<file path="src/rtl/flaf_pkg.sv">
// Shared definitions for the functional-link adaptive filter datapath:
// default word formats, the update-engine state encoding and saturation limits.
package flaf_pkg;

  localparam int FLAF_WIDTH     = 16;
  localparam int FLAF_QP        = 12;
  localparam int FLAF_LOG_WIDTH = 17;

  typedef enum logic [1:0] {
    ST_IDLE,
    ST_RUN,
    ST_DRAIN,
    ST_DONE
  } state_t;

  function automatic int sat_max(input int width);
    return (1 << (width - 1)) - 1;
  endfunction

  function automatic int sat_min(input int width);
    return -(1 << (width - 1));
  endfunction

endpackage

</file>
<file path="src/rtl/antilog_q12.sv">
// Mitchell antilog: turns a signed log2 magnitude (integer part k, fraction f)
// into the linear magnitude (1.f) * 2^k in Q(QP), with underflow to 0 and saturation.
module antilog_q12
  import flaf_pkg::*;
#(
  parameter int WIDTH     = FLAF_WIDTH,
  parameter int QP        = FLAF_QP,
  parameter int LOG_WIDTH = FLAF_LOG_WIDTH
) (
  input  logic [LOG_WIDTH:0] i_sum,
  input  logic               i_valid,
  output logic [WIDTH-1:0]   o_mag
);

  localparam int KW = LOG_WIDTH + 1 - QP;
  localparam int SW = QP + 1 + WIDTH;
  localparam logic signed [KW-1:0] K_UNDER = KW'(-(QP + 1));
  localparam logic signed [KW-1:0] K_OVER  = KW'(WIDTH);
  localparam logic [SW-1:0]        MAG_MAX = SW'(sat_max(WIDTH));

  logic signed [KW-1:0] w_k;
  logic [KW-1:0]        w_rsh_amt;
  logic [QP:0]          w_m;
  logic [SW-1:0]        w_lsh;
  logic [SW-1:0]        w_rsh;

  assign w_k       = $signed(i_sum[LOG_WIDTH:QP]);
  assign w_rsh_amt = -w_k;
  assign w_m       = {1'b1, i_sum[QP-1:0]};
  // Left shift is only used for 0 <= k < WIDTH, so SW bits never overflow.
  assign w_lsh     = SW'(w_m) << w_k;
  assign w_rsh     = SW'(w_m) >> w_rsh_amt;

  // NOTE: o_mag gets a default first so no path through the if-chain can infer a latch.
  always_comb begin
    o_mag = '0;
    if (!i_valid || (w_k < K_UNDER)) begin
      o_mag = '0;
    end else if (w_k >= K_OVER) begin
      o_mag = MAG_MAX[WIDTH-1:0];
    end else if (w_k >= 0) begin
      o_mag = (w_lsh > MAG_MAX) ? MAG_MAX[WIDTH-1:0] : w_lsh[WIDTH-1:0];
    end else begin
      o_mag = w_rsh[WIDTH-1:0];
    end
  end

endmodule

</file>
<file path="src/rtl/log_weight_update.sv">
// Log-domain LMS weight update: walks every tap once per start, adds the latched
// log error to the tap's log input, antilogs the sum and saturating-adds it to the weight.
module log_weight_update
  import flaf_pkg::*;
#(
  parameter int WIDTH     = FLAF_WIDTH,
  parameter int QP        = FLAF_QP,
  parameter int LOG_WIDTH = FLAF_LOG_WIDTH,
  parameter int TAPS      = 8,
  parameter int IDX_W     = 3
) (
  input  logic                 clk,
  input  logic                 rst,
  input  logic                 start,
  input  logic                 weight_clear,
  input  logic [LOG_WIDTH-1:0] log_error,
  input  logic                 log_error_sign,
  input  logic                 log_error_valid,
  output logic [IDX_W-1:0]     tap_idx,
  input  logic [LOG_WIDTH-1:0] tap_log,
  input  logic                 tap_sign,
  input  logic                 tap_valid,
  input  logic [IDX_W-1:0]     weight_rd_idx,
  output logic [WIDTH-1:0]     weight_rd_data,
  output logic                 busy,
  output logic                 done
);

  localparam logic signed [WIDTH:0] W_MAX    = (WIDTH + 1)'(sat_max(WIDTH));
  localparam logic signed [WIDTH:0] W_MIN    = (WIDTH + 1)'(sat_min(WIDTH));
  localparam logic [IDX_W-1:0]      LAST_IDX = IDX_W'(TAPS - 1);

  state_t                r_state;
  logic [LOG_WIDTH-1:0]  r_err;
  logic                  r_err_sign;
  logic                  r_err_valid;
  logic [IDX_W-1:0]      r_tap_idx;
  logic                  r_busy;
  logic                  r_done;
  logic [LOG_WIDTH:0]    r_s1_sum;
  logic                  r_s1_sign;
  logic                  r_s1_valid;
  logic                  r_s1_wen;
  logic [IDX_W-1:0]      r_s1_idx;
  logic [WIDTH-1:0]      r_weight [TAPS];

  logic [WIDTH-1:0]      w_mag;
  logic signed [WIDTH:0] w_old;
  logic signed [WIDTH:0] w_delta;
  logic signed [WIDTH:0] w_sum;
  logic [WIDTH-1:0]      w_new;

  antilog_q12 #(
    .WIDTH     (WIDTH),
    .QP        (QP),
    .LOG_WIDTH (LOG_WIDTH)
  ) u_antilog (
    .i_sum   (r_s1_sum),
    .i_valid (r_s1_valid),
    .o_mag   (w_mag)
  );

  // An invalid product yields mag 0, so the delta is already 0 for that tap.
  assign w_old   = $signed({r_weight[r_s1_idx][WIDTH-1], r_weight[r_s1_idx]});
  assign w_delta = r_s1_sign ? -$signed({1'b0, w_mag}) : $signed({1'b0, w_mag});
  assign w_sum   = w_old + w_delta;
  assign w_new   = (w_sum > W_MAX) ? W_MAX[WIDTH-1:0] :
                   (w_sum < W_MIN) ? W_MIN[WIDTH-1:0] : w_sum[WIDTH-1:0];

  // NOTE: all sequential state uses non-blocking assignments so every flop sees pre-edge values.
  always_ff @(posedge clk or posedge rst) begin
    if (rst) begin
      r_state     <= ST_IDLE;
      r_err       <= '0;
      r_err_sign  <= 1'b0;
      r_err_valid <= 1'b0;
      r_tap_idx   <= '0;
      r_busy      <= 1'b0;
      r_done      <= 1'b0;
      r_s1_sum    <= '0;
      r_s1_sign   <= 1'b0;
      r_s1_valid  <= 1'b0;
      r_s1_wen    <= 1'b0;
      r_s1_idx    <= '0;
    end else begin
      r_s1_wen <= 1'b0;
      r_done   <= 1'b0;
      case (r_state)
        ST_IDLE: begin
          if (start && !weight_clear) begin
            r_state     <= ST_RUN;
            r_err       <= log_error;
            r_err_sign  <= log_error_sign;
            r_err_valid <= log_error_valid;
            r_tap_idx   <= '0;
            r_busy      <= 1'b1;
          end
        end
        ST_RUN: begin
          r_s1_sum   <= {r_err[LOG_WIDTH-1], r_err} + {tap_log[LOG_WIDTH-1], tap_log};
          r_s1_sign  <= r_err_sign ^ tap_sign;
          r_s1_valid <= r_err_valid & tap_valid;
          r_s1_idx   <= r_tap_idx;
          r_s1_wen   <= 1'b1;
          if (r_tap_idx == LAST_IDX) begin
            r_tap_idx <= '0;
            r_state   <= ST_DRAIN;
          end else begin
            r_tap_idx <= r_tap_idx + 1'b1;
          end
        end
        ST_DRAIN: begin
          r_state <= ST_DONE;
          r_busy  <= 1'b0;
          r_done  <= 1'b1;
        end
        ST_DONE: r_state <= ST_IDLE;
        default: r_state <= ST_IDLE;
      endcase
    end
  end

  // NOTE: the weight file is reset explicitly; an aborted run must leave no stale weights behind.
  always_ff @(posedge clk or posedge rst) begin
    if (rst) begin
      for (int i = 0; i < TAPS; i++) r_weight[i] <= '0;
    end else if ((r_state == ST_IDLE) && weight_clear) begin
      for (int i = 0; i < TAPS; i++) r_weight[i] <= '0;
    end else if (r_s1_wen) begin
      r_weight[r_s1_idx] <= w_new;
    end
  end

  assign tap_idx        = r_tap_idx;
  assign busy           = r_busy;
  assign done           = r_done;
  assign weight_rd_data = r_weight[weight_rd_idx];

endmodule

</file>
<file path="config.mk">
export PLATFORM = sky130hd
export DESIGN_NAME = log_weight_update
export DESIGN_NICKNAME = d
export VERILOG_FILES = /design/src/rtl/flaf_pkg.sv /design/src/rtl/antilog_q12.sv /design/src/rtl/log_weight_update.sv
export SDC_FILE = /design/constraint.sdc
export NUM_CORES = 1
export LEC_CHECK = 0
export ABC_AREA = 0
export CAP_MARGIN = 20
export CORE_MARGIN = 2
export CORE_UTILIZATION = 52
export CTS_BUF_LIST = sky130_fd_sc_hd__clkbuf_8 sky130_fd_sc_hd__clkbuf_16
export DETAILED_ROUTE_END_ITERATION = 10
export PLACE_DENSITY = 0.78
export SLEW_MARGIN = 20
export SYNTH_ARGS = -nofsm -noshare
export SYNTH_HDL_FRONTEND = slang
export SYNTH_SLANG_ARGS = --single-unit
</file>
<file path="constraint.sdc">
create_clock -name clk -period 18.5 [get_ports clk]
set_input_delay 2.775 -clock clk [delete_from_list [all_inputs] [get_ports clk]]
set_output_delay 2.775 -clock clk [all_outputs]
set_load 0.02 [all_outputs]
</file>
==> reports/qor.yml <==
synth-edff-count: 0
post_dp_cell_area_um2: 13800
syn_to_final_growth_pct: 10.3
synth_area_per_cell_um2: 9.91
synth_top_area_cell: "dfrtp_1"
rows: 57
fin_ws_ps: 10740
fin_worst_skew_ps: 18.3
synth.net_count: 1404
synth_common_cells: "dfrtp_1 (178), nor2_1 (147), nand2_1 (79)"
cts_tree: "yes"
nFillCells: 2012
ant_nets: 0
fin_cells: 1650
grt-ovfl-total: 0
core-area_um2: 24500
synth_cell_types: 93
drt_first_pass_iters: 6
timing.slew.headroom: 0.266
clk_path_buf_depth: 2
fin_crit_sh: 0.420
ys_ff_latch: 178
setup-violations-final: 0
synth_ff_type: "dfrtp_1"
status: "finished clean"
cp.required_ps: 15730
drv_cap: 0
dieWidth_um: 162
pin_count: 66
antenna_cells: 0
hold_violations: 0
synth_seq_area_share: 0.342
hold_class: "reg -> reg"
dpl.hpwl_um: 23000
drcViolationCount: 0
grt_pass1_vias: 10859
synth.most_common_cell: "dfrtp_1"
initial_core_util: 0.533
vias_per_cell: 6.70
ys_warn_count: 0
synthCells: 1315
critPathKind: "in -> out"
clock.fmax_mhz: 129
worstSkewPairLatency_ps: 440
timing.critical_path.from_type: "primary input"
die-area_um2: 26400
post-cts-setup-buffers: 0
htree_levels: 4
clkTransAtPathRegs_ps: 80
antenna_found_initial: 0
wire_per_inst_um: 21.2
rsz0062_at_grt: "false"
synth_top_area_frac: 0.342
cts_hold_buf: 0
finalSetupTns_ps: 0
root_buffer: "clkbuf_16"
die_h_um: 162
synth.cell_area_um2: 13000
dp.cells: 1619
grt_usage: 0.270
post-route-min-period_ps: 7760
drive_above_1_share: 0.201
path_max_fanout: 16
cts.sinks: 178
critPathCaptureType: "output pin"
final_area_um2: 14400
portBuffers: 65
yosys-top-cells-area: "dfrtp_1 (34%), mux4_2 (7.9%), a211oi_2 (6.9%)"
gp_congestion: 0.976
tightestPinTransition_ps: 1100
dr_total_vias: 11055
grt_pass1_wl_um: 56800
tritoncts.num_buffers: 17
drt_iter0_markers: 1352
post-place-ws_ps: 10580
fin_nets: 1403
synth_async_sr_flop_share: 1.00
drv_slew: 0
arrival_ps: 4990
finalWirelength_um: 35000
cts-resized-gates: 0
grt_max_degree: 107
flip-flops by register name, summed over array words and instances, names as in the netlist:
signal and count:
busy 1, done 1, r_err 17, r_err_sign 1, r_err_valid 1, r_s1_idx 3, r_s1_sign 1, r_s1_sum 18
r_s1_valid 1, r_s1_wen 1, r_state 2, r_weight 128, tap_idx 3
cells by family after synthesis:
kind of cell | after synthesis | synth area share
AND/OR/NAND/NOR | 362 | 0.129
AO/OA/AOI/OAI | 412 | 0.254
flip-flops | 178 | 0.342
XOR/XNOR | 42 | 0.0294
buffers and inverters | 145 | 0.0478
adder cells (fa/ha/maj) | 58 | 0.0574
multiplexers | 118 | 0.141
metrics by stage:
step	utilization	hold WS, ps
floorplan	-	475
global placement	0.564	490
detailed placement	0.564	499
CTS	0.588	517
global route	0.588	531
finish	0.588	511
per-layer routing:
layer  part of all wire  vias to the layer above  wire length [um]  global-route usage
met5                  0                        -                 0                   0
met4              0.032                        0              1120               0.108
met3              0.086                      114              3000              0.0509
met2               0.46                      564             16100               0.421
met1               0.42                     5415             14700               0.374
li1                   -                     4962                 -                   -
path summary, 6_finish.rpt:
| kind | startpoint | slack [ps] | end | cells past startpoint |
|---|---|---|---|---|
| max in group asynchronous | rst | 14080 | r_weight[29] | 3 |
| min in group asynchronous | rst | 2900 | r_weight[73] | 2 |
| min | r_err_valid | 510 | r_err_valid | 1 |
| max reg2reg | r_s1_sum[12] | 10890 | r_weight[74] | 22 |
| max | weight_rd_idx[2] | 10740 | weight_rd_data[0] | 3 |
| min reg2reg | r_err_valid | 510 | r_err_valid | 1 |
cells in the final DEF (no fill, tap or decap), types with 42 or more instances in the layout:
cell type        count
dfrtp_1            177
nor2_1             147
nand2_1             79
a211oi_2            72
clkdlybuf4s50_1     64
a21oi_1             62
o21ai_0             61
mux2_2              52
a22oi_1             48
mux4_2              46
ha_1                42
critical path: stages:
cell,delay [ps]
clkdlybuf4s50_1,1180
mux2_2,450
clkdlybuf4s50_1,580
cell type report:
type / instances / area (um2) / share of cell area
Tap cell: 324 / 405 / 0.0282
Timing Repair Buffer: 87 / 813 / 0.0565
Clock buffer: 17 / 425 / 0.0296
Clock inverter: 14 / 169 / 0.0117
Inverter: 38 / 148 / 0.0103
Multi-Input combinational cell: 992 / 7970 / 0.554
Sequential cell: 178 / 4460 / 0.310
Power is left out: the tool's default activity adds up to more than one toggle a clock period on the data nets, which glitch-free logic cannot reach.
